$ cat src/rtl/arb_pkg.sv
// Shared encodings for the memory port arbiter: FSM states, owner codes,
// access width codes and the wait/starve counter width.
package arb_pkg;

    typedef enum logic [1:0] {
        IDLE = 2'd0,
        BUSY = 2'd1,
        ACK  = 2'd2
    } arb_state_t;

    localparam logic OWN_IF = 1'b0;
    localparam logic OWN_D  = 1'b1;

    localparam logic [1:0] WL_BYTE = 2'd0;
    localparam logic [1:0] WL_HALF = 2'd1;
    localparam logic [1:0] WL_WORD = 2'd2;

    localparam int CNT_W = 4;

endpackage

$ cat src/rtl/arb_wait_counter.sv
// Access latency down-counter: loaded at grant, decremented while the
// access is in flight, flags the final cycle (count == 1).
module arb_wait_counter
    import arb_pkg::*;
(
    input  logic             clk,
    input  logic             rst_n,
    input  logic             load,
    input  logic [CNT_W-1:0] load_val,
    input  logic             dec,
    output logic             last
);

    logic [CNT_W-1:0] count;

    always_ff @(posedge clk or negedge rst_n) begin
        if (!rst_n) begin
            count <= '0;
        end else if (load) begin
            count <= load_val;
        end else if (dec && count != '0) begin
            count <= count - 1'b1;
        end
    end

    assign last = (count == CNT_W'(1));

endmodule

$ cat src/rtl/mem_port_arbiter.sv
// Arbitrates a single-ported memory between fetch and load/store ports with
// fixed-latency sequencing. Optional fetch abort on branch flush: ARB_FLUSH_EN.
//
// state | meaning
// IDLE  | no access; grant the winning requester at the next edge
// BUSY  | memory access in flight, mem_* held, counter running
// ACK   | one-cycle completion pulse, requests ignored
module mem_port_arbiter
    import arb_pkg::*;
#(
    parameter int MEM_LAT          = 2,
    parameter int FETCH_STARVE_MAX = 3
) (
    input  logic        clk,
    input  logic        rst_n,
    input  logic        if_req,
`ifdef ARB_FLUSH_EN
    input  logic        if_flush,
`endif
    input  logic [31:0] if_addr,
    output logic        if_ack,
    output logic [31:0] if_rdata,
    input  logic        d_req,
    input  logic        d_we,
    input  logic [31:0] d_addr,
    input  logic [31:0] d_wdata,
    input  logic [1:0]  d_wl,
    output logic        d_ack,
    output logic [31:0] d_rdata,
    output logic        if_stall,
    output logic        d_stall,
    output logic        mem_en,
    output logic        mem_we,
    output logic [31:0] mem_addr,
    output logic [31:0] mem_wdata,
    output logic [1:0]  mem_wl,
    input  logic [31:0] mem_rdata,
    output logic        owner
);

    localparam logic [CNT_W-1:0] STARVE_MAX = CNT_W'(FETCH_STARVE_MAX);
    localparam logic [CNT_W-1:0] LAT_LOAD   = CNT_W'(MEM_LAT);

    arb_state_t       state, next_state;
    logic [CNT_W-1:0] starve_cnt;
    logic             starve_hit;
    logic             grant_if, grant_d, finish, abort;
    logic             cnt_last;
    logic             flush;

`ifdef ARB_FLUSH_EN
    assign flush = if_flush;
`else
    assign flush = 1'b0;
`endif

    assign starve_hit = (starve_cnt == STARVE_MAX);

    arb_wait_counter u_wait (
        .clk      (clk),
        .rst_n    (rst_n),
        .load     (grant_if | grant_d),
        .load_val (LAT_LOAD),
        .dec      (state == BUSY),
        .last     (cnt_last)
    );

    always_ff @(posedge clk or negedge rst_n) begin
        if (!rst_n) begin
            state <= IDLE;
        end else begin
            state <= next_state;
        end
    end

    always_comb begin
        next_state = state;
        grant_if   = 1'b0;
        grant_d    = 1'b0;
        finish     = 1'b0;
        abort      = 1'b0;
        case (state)
            IDLE: begin
                // A flushed fetch is never eligible, so data may win even at the starve limit
                grant_if = if_req & ~flush & (~d_req | starve_hit);
                grant_d  = d_req & ~grant_if;
                if (grant_if || grant_d) begin
                    next_state = BUSY;
                end
            end
            BUSY: begin
                if (owner == OWN_IF && flush) begin
                    abort      = 1'b1;
                    next_state = IDLE;
                end else if (cnt_last) begin
                    finish     = 1'b1;
                    next_state = ACK;
                end
            end
            ACK:     next_state = IDLE;
            default: next_state = IDLE;
        endcase
    end

    always_ff @(posedge clk or negedge rst_n) begin
        if (!rst_n) begin
            mem_en     <= 1'b0;
            mem_we     <= 1'b0;
            mem_addr   <= '0;
            mem_wdata  <= '0;
            mem_wl     <= WL_BYTE;
            owner      <= OWN_IF;
            starve_cnt <= '0;
            if_ack     <= 1'b0;
            d_ack      <= 1'b0;
            if_rdata   <= '0;
            d_rdata    <= '0;
        end else begin
            if_ack <= finish & (owner == OWN_IF);
            d_ack  <= finish & (owner == OWN_D);
            if (grant_d) begin
                mem_en    <= 1'b1;
                mem_we    <= d_we;
                mem_addr  <= d_addr;
                mem_wdata <= d_wdata;
                mem_wl    <= d_wl;
                owner     <= OWN_D;
                if (!if_req) begin
                    starve_cnt <= '0;
                end else if (!starve_hit) begin
                    starve_cnt <= starve_cnt + 1'b1;
                end
            end else if (grant_if) begin
                mem_en     <= 1'b1;
                mem_we     <= 1'b0;
                mem_addr   <= if_addr;
                mem_wdata  <= '0;
                mem_wl     <= WL_WORD;
                owner      <= OWN_IF;
                starve_cnt <= '0;
            end else if (finish || abort) begin
                mem_en <= 1'b0;
                mem_we <= 1'b0;
            end
            if (finish && owner == OWN_IF) begin
                if_rdata <= mem_rdata;
            end
            if (finish && owner == OWN_D && !mem_we) begin
                d_rdata <= mem_rdata;
            end
        end
    end

    // Stalls read as 0 while held in reset, matching the other outputs
    assign if_stall = rst_n & if_req & ~if_ack;
    assign d_stall  = rst_n & d_req & ~d_ack;

endmodule
$ cat config.mk
export PLATFORM = sky130hd
export DESIGN_NAME = mem_port_arbiter
export DESIGN_NICKNAME = d
export VERILOG_FILES = /design/src/rtl/arb_pkg.sv /design/src/rtl/arb_wait_counter.sv /design/src/rtl/mem_port_arbiter.sv
export SDC_FILE = /design/constraint.sdc
export NUM_CORES = 1
export LEC_CHECK = 0
export CORE_MARGIN = 10
export CORE_UTILIZATION = 38
export DETAILED_ROUTE_END_ITERATION = 6
export HOLD_SLACK_MARGIN = 0.02
export PLACE_DENSITY_LB_ADDON = 0.25
export SYNTH_ARGS = -nofsm -noshare
export SYNTH_HDL_FRONTEND = slang
export SYNTH_SLANG_ARGS = --single-unit
$ cat constraint.sdc
create_clock -name clk -period 1.6 [get_ports clk]
set_input_delay 0.24 -clock clk [delete_from_list [all_inputs] [get_ports clk]]
set_output_delay 0.24 -clock clk [all_outputs]
set_load 0.02 [all_outputs]
### Word-level counts from Yosys, hierarchy flattened

Cells that the tools add are included.

* register bits: 145
* input port bits: 135
* word-level logic and storage cells: 75

* add/subtract/negate cells: 2
* equality and inequality tests: 6
* mux-type cells: 26
* bitwise logic cells: 15
* reductions and logical operators: 13

Operators with widths (number)
* 32-bit two-way mux: 4
* 4-bit two-way mux: 6
* 1-bit two-way mux: 11
* 1-bit AND: 8
* 2-bit two-way mux: 4
* 1-bit NOT: 5
* 4-bit by 1-bit adder with 4-bit output (second input constant): 1
* 4-bit by 1-bit == test with 1-bit output (second input constant): 1
* 4-bit by 2-bit == test with 1-bit output (second input constant): 1
* 1-bit logical AND: 4
* 2-bit inequality test (second input constant): 2
* 2-bit one-hot mux with 2 select lines: 1
* 2-bit AND reduction: 2
* 2-bit nonzero test: 2
* 4-bit nonzero test: 1
* 4-bit by 1-bit subtractor with 4-bit output (second input constant): 1
* 3-bit inequality test (second input constant): 1
* 3-bit nonzero test: 1
* 2-bit by 1-bit == test with 1-bit output (second input constant): 1
* 2-bit logical NOT: 1
* 1-bit OR: 2
* 1-bit logical NOT: 1
* 1-bit logical OR: 1

### Depth between registers and ports, before layout

* depth in word-level cells: 8
* depth in mapped cells: 6

### Hierarchy

A second synthesis with hierarchy kept.

* cell total of the unflattened synthesis: 470
* area total of the unflattened synthesis: 6209.7 um^2

By module, submodules not included
* mem_port_arbiter: instances 1, cells each 441, area each 5926.9 um^2, sequential area each 3528.4 um^2
* arb_wait_counter: instances 1, cells each 29, area each 282.8 um^2, sequential area each 100.1 um^2

### Worst setup path before layout

OpenSTA, ideal clock, no wires.

* path kind: reg-to-reg
* start: register u_wait.count[1]
* end: register d_rdata[10]
* arrival time: 1669 ps
* slack: -194 ps
* stages on the path, launching flop included: 7
* path through: dfrtp_1 -> inv_1 -> ha_1 -> nand4bb_4 -> nor4b_4 -> buf_4 -> mux2_2

* longest elaborated chain between the ends: 5

Ends and longest elaborated chain
* start: declaration: RTL line arb_wait_counter.sv:14 `logic [CNT_W-1:0] count;`
* start signal: assignment: RTL line arb_wait_counter.sv:20 `count <= load_val;`
* start signal: assignment: RTL line arb_wait_counter.sv:22 `count <= count - 1'b1;`
* 4-bit by 1-bit == test with 1-bit output: RTL line arb_wait_counter.sv:26 `assign last = (count == CNT_W'(1));`
* 1-bit two-way mux: RTL line mem_port_arbiter.sv:95 `end else if (cnt_last) begin`
* 1-bit two-way mux: RTL line mem_port_arbiter.sv:82 `case (state)`
* 1-bit logical AND (2 in a row): RTL line mem_port_arbiter.sv:148 `if (finish && owner == OWN_D && !mem_we) begin`
* end signal: assignment: RTL line mem_port_arbiter.sv:149 `d_rdata <= mem_rdata;`
* end: declaration: RTL line mem_port_arbiter.sv:29 `output logic [31:0] d_rdata,`

No other way between the ends.
A chain may end at the register's enable or synchronous reset.

### Worst setup path after layout

* start: register u_wait.count[1]
* end: register d_rdata[4]

The elaborated chain is that of the path after synthesis.

==> metrics.txt <==
# TYPE chip_impl_metric gauge
chip_impl_metric{name="detailedPlacementHpwl",unit="mm"} 14.94
chip_impl_info{name="end_kind",value="register"} 1
chip_impl_info{name="r2r_start",value="u_wait.count[1]$_DFFE_PN0P_"} 1
chip_impl_info{name="root_buffer",value="sky130_fd_sc_hd__clkbuf_16"} 1
chip_impl_info{name="synth_common_cells",value="145 x sky130_fd_sc_hd__dfrtp_1, 65 x sky130_fd_sc_hd__mux2_2, 34 x sky130_fd_sc_hd__a22o_1"} 1
chip_impl_metric{name="synth_enable_flop_cells",unit=""} 0
chip_impl_metric{name="worst_slew_margin_rel",unit=""} 0.6108
chip_impl_metric{name="synth.avg_cell_area",unit="um^2"} 13.93
chip_impl_metric{name="die_width",unit="um"} 146.6
chip_impl_metric{name="measured_slew_at_the_worst_slew_check_pin",unit="ns"} 0.5838
chip_impl_metric{name="drt_first_pass_iters",unit=""} 4
chip_impl_metric{name="power_density",unit="nW/um^2"} 1948
chip_impl_info{name="synth.largest_area_cell",value="sky130_fd_sc_hd__dfrtp_1"} 1
chip_impl_metric{name="antenna_found_initial",unit=""} 0
chip_impl_metric{name="finalHoldViolCount",unit=""} 0
chip_impl_metric{name="synthArstFlopShare",unit=""} 1.000
chip_impl_metric{name="ys.warnings.count",unit=""} 0
chip_impl_metric{name="antenna_violating_nets_post_route",unit=""} 0
chip_impl_metric{name="drt_wl_total",unit="mm"} 22.70
chip_impl_metric{name="fin_hold_ws",unit="ns"} 0.2220
chip_impl_metric{name="max_cap_viol_count",unit=""} 0
chip_impl_metric{name="post-layout-total-power",unit="mW"} 20.61
chip_impl_metric{name="num_rows",unit=""} 46
chip_impl_info{name="setup.worst_path.class",value="register to register"} 1
chip_impl_metric{name="multi_input_comb_area",unit="um^2"} 2561
chip_impl_metric{name="syn_to_final_growth",unit="%"} 73.74
chip_impl_metric{name="tritoncts.num_buffers",unit=""} 17
chip_impl_metric{name="first_global_vias",unit=""} 5831
chip_impl_metric{name="synth_top_cell_area_share",unit=""} 0.5958
chip_impl_metric{name="register_area",unit="um^2"} 3628
chip_impl_metric{name="regToRegSetupSlack",unit="ns"} -0.24
chip_impl_info{name="yosys.cell_count.top_type",value="sky130_fd_sc_hd__dfrtp_1"} 1
chip_impl_metric{name="post_synthesis_cell_type_count",unit=""} 37
chip_impl_info{name="worst_r2r_endpoint",value="d_rdata[4]$_DFFE_PN0P_"} 1
chip_impl_metric{name="final.setup.worst_slack",unit="ns"} -0.2367
chip_impl_info{name="cts_tree",value="yes"} 1
chip_impl_metric{name="design.portCount",unit=""} 272
chip_impl_metric{name="critPathRequiredTime",unit="ns"} 1.90
chip_impl_info{name="crit_path_start",value="u_wait.count[1]$_DFFE_PN0P_"} 1
chip_impl_info{name="run_status",value="complete, but fails checks"} 1
chip_impl_info{name="critPathLaunchType",value="register"} 1
chip_impl_metric{name="synth_nets",unit=""} 576
chip_impl_metric{name="routed_wire_length_per_instance",unit="um"} 22.91
chip_impl_info{name="failing_checks",value="negative setup slack"} 1
chip_impl_metric{name="finalWeightedCongestion",unit=""} 0.8180
chip_impl_metric{name="cts.htree.levels",unit=""} 4
chip_impl_metric{name="final-max-slew-violation-count",unit=""} 0
chip_impl_metric{name="grt_first_pass_wirelength",unit="mm"} 34.11
chip_impl_metric{name="n_antenna_cell",unit=""} 0
chip_impl_metric{name="finalClockSkew",unit="ns"} 0.01548
chip_impl_metric{name="drive_above_1_share",unit=""} 0.2477
chip_impl_metric{name="worstPathArrival",unit="ns"} 2.14
chip_impl_metric{name="peak_clock_frequency_supported_by_timing",unit="MHz"} 544.5
chip_impl_metric{name="detail_route.drc_violations",unit=""} 0
chip_impl_metric{name="port_buffers",unit=""} 271
chip_impl_metric{name="starting_density",unit=""} 0.3861
chip_impl_metric{name="syn-cell-area",unit="um^2"} 6090
chip_impl_metric{name="route.detailed.vias_per_inst",unit=""} 5.288
chip_impl_metric{name="final-setup-viol-count",unit=""} 126
chip_impl_metric{name="clk_transition_reported_paths",unit="ns"} 0.06
chip_impl_metric{name="floorplan.core_area",unit="um^2"} 15770
chip_impl_info{name="synth.top_cells.by_area",value="sky130_fd_sc_hd__dfrtp_1 60%, sky130_fd_sc_hd__mux2_2 12%, sky130_fd_sc_hd__a311o_1 5.3%, sky130_fd_sc_hd__a22o_1 4.9%, sky130_fd_sc_hd__and4_1 4.6%"} 1
chip_impl_info{name="rsz0062_at_grt",value="true"} 1
chip_impl_metric{name="power.static_leakage",unit="nW"} 4.926
chip_impl_metric{name="syn-instance-count",unit=""} 437
chip_impl_info{name="yosys_most_used_dff",value="sky130_fd_sc_hd__dfrtp_1"} 1
chip_impl_info{name="hold_class",value="input port to asynchronous set/reset pin"} 1
chip_impl_metric{name="cts.sinks",unit=""} 145
chip_impl_metric{name="synth_sequential_area_ratio",unit=""} 0.5958
chip_impl_metric{name="grt_start_max_net_pins",unit=""} 107
chip_impl_metric{name="drt_first_iter_violations",unit=""} 322
chip_impl_metric{name="timing.critical_path.fanout_max",unit=""} 16
chip_impl_metric{name="cts_max_path_buffers",unit=""} 2
chip_impl_info{name="endpoint",value="d_rdata[4]$_DFFE_PN0P_"} 1
chip_impl_metric{name="ir_drop",unit="V"} 0.001260
chip_impl_metric{name="layout_filler_cell_count",unit=""} 1209
chip_impl_metric{name="floorplan.die_area",unit="um^2"} 21490
chip_impl_metric{name="worst_r2r_path_depth",unit=""} 7
chip_impl_metric{name="global_route.usage.total",unit=""} 0.2003
chip_impl_metric{name="final_min_period_over_clock_period",unit=""} 1.148
chip_impl_metric{name="postSynthRegisterBits",unit=""} 145
chip_impl_metric{name="overflow",unit=""} 0
chip_impl_metric{name="final.setup.tns",unit="ns"} -15.44
chip_impl_metric{name="final_critical_delay_including_setup_and_external_delays",unit="ns"} 1.837
chip_impl_metric{name="dr_vias",unit=""} 5240
chip_impl_metric{name="design.final.nets",unit=""} 903
chip_impl_metric{name="chipHeight",unit="um"} 146.6
chip_impl_metric{name="worst_skew_pair.late_latency",unit="ns"} 0.42
-- repair_timing --
item | CTS | global route
pin swaps | 25 | 37
setup buffers | 13 | 6
hold buffers | 1 | 0
gates cloned | 9 | 9
gates resized for setup | 183 | 55
setup endpoints to repair | 269 | 134
hold endpoints to repair | 145 | 0
-- sequential cells by signal, summed over array words and instances, names as in the netlist, 2 cells and up --
| name | flops |
|---|---|
| state | 2 |
| mem_wl | 2 |
| if_rdata | 32 |
| mem_addr | 32 |
| d_rdata | 32 |
| u_wait.count | 4 |
| mem_wdata | 32 |
| starve_cnt | 4 |
-- per-layer routing --
layer | GRT usage | wire length (um) | up-vias
met4 | 0.07558 | 626 | 0
li1 | - | - | 2345
met1 | 0.2190 | 8564 | 2642
met5 | 0 | 0 | -
met2 | 0.3514 | 12020 | 210
met3 | 0.06675 | 1490 | 43
-- per-stage QoR --
stage | worst slack, ns | instances | area [um^2] | util
finish | -0.2367 | 991 | 10580 | 0.6709
global placement | -0.2519 | 927 | 9351 | 0.5930
floorplan | -0.1896 | 437 | 6136 | -
detailed placement | -0.2927 | 927 | 9351 | 0.5930
global route | -0.2943 | 991 | 10580 | 0.6709
CTS | -0.2419 | 980 | 10230 | 0.6490
-- where the power goes --
part	internal (mW)	switching (mW)	leakage (nW)
clock	2.18	1.56	0.266
combinational	5.21	5.25	2.85
sequential	5.41	0.999	1.81
total	12.8	7.81	4.93
-- cell type report --
type / count / share of cell area
inverters: 3 / 0.001301
well taps: 216 / 0.02554
flip-flops and latches: 145 / 0.3430
multi-input cells: 251 / 0.2421
clock buffers: 19 / 0.04186
clock inverters: 11 / 0.01017
repair buffers: 346 / 0.3361
-- how the worst min path moves through the flow --
stage                      endpoint  start  cells after the start
finish              d_ack$_DFF_PN0_  rst_n                      2
global route        d_ack$_DFF_PN0_  rst_n                      2
CTS                 d_ack$_DFF_PN0_  rst_n                      2
detailed placement  d_ack$_DFF_PN0_  rst_n                      1
global placement    d_ack$_DFF_PN0_  rst_n                      1
floorplan           d_ack$_DFF_PN0_  rst_n                      0
-- critical path, stage by stage (launching register included) --
cell	delay [ns]
sky130_fd_sc_hd__dfrtp_1	0.39
sky130_fd_sc_hd__inv_2	0.08
sky130_fd_sc_hd__ha_4	0.15
sky130_fd_sc_hd__nand4bb_4	0.14
sky130_fd_sc_hd__nor4b_4	0.24
sky130_fd_sc_hd__buf_6	0.18
sky130_fd_sc_hd__buf_12	0.18
sky130_fd_sc_hd__mux2_2	0.35
-- placed cells by master, fill, tap and decap left out, types with 2 or more instances in the layout --
cell type,Yosys,routed
sky130_fd_sc_hd__clkdlybuf4s50_1,0,133
sky130_fd_sc_hd__nand2_1,5,5
sky130_fd_sc_hd__and4_1,32,32
sky130_fd_sc_hd__nand4bb_4,1,2
sky130_fd_sc_hd__buf_4,3,31
sky130_fd_sc_hd__clkbuf_16,0,23
sky130_fd_sc_hd__nand2b_1,2,2
sky130_fd_sc_hd__dlygate4sd2_1,0,135
sky130_fd_sc_hd__buf_12,0,10
sky130_fd_sc_hd__o21a_1,32,32
sky130_fd_sc_hd__nand3_1,5,3
sky130_fd_sc_hd__nor3_1,3,2
sky130_fd_sc_hd__mux2_4,0,42
sky130_fd_sc_hd__inv_6,0,3
sky130_fd_sc_hd__ha_4,0,3
sky130_fd_sc_hd__clkinv_2,0,2
sky130_fd_sc_hd__mux2i_1,3,3
sky130_fd_sc_hd__nor3b_2,0,2
sky130_fd_sc_hd__o21ai_0,7,7
sky130_fd_sc_hd__a22o_1,34,34
sky130_fd_sc_hd__nor2_2,0,2
sky130_fd_sc_hd__nor2_1,6,3
sky130_fd_sc_hd__a311o_1,32,32
sky130_fd_sc_hd__clkinvlp_4,0,2
sky130_fd_sc_hd__buf_16,0,7
sky130_fd_sc_hd__clkinv_4,0,3
sky130_fd_sc_hd__mux2_2,65,23
sky130_fd_sc_hd__o2bb2ai_1,2,2
sky130_fd_sc_hd__buf_6,0,20
sky130_fd_sc_hd__dfrtp_1,145,145
-- cells by family after synthesis --
kind of cell / count (synthesis) / synth area share
compound gates: 114 / 0.1580
fa+ha+maj: 4 / 0.008219
buf+inv: 41 / 0.03020
flops: 145 / 0.5958
mux: 68 / 0.1251
simple gates: 65 / 0.08260
Note: power is estimated with default switching activity, not from simulation.
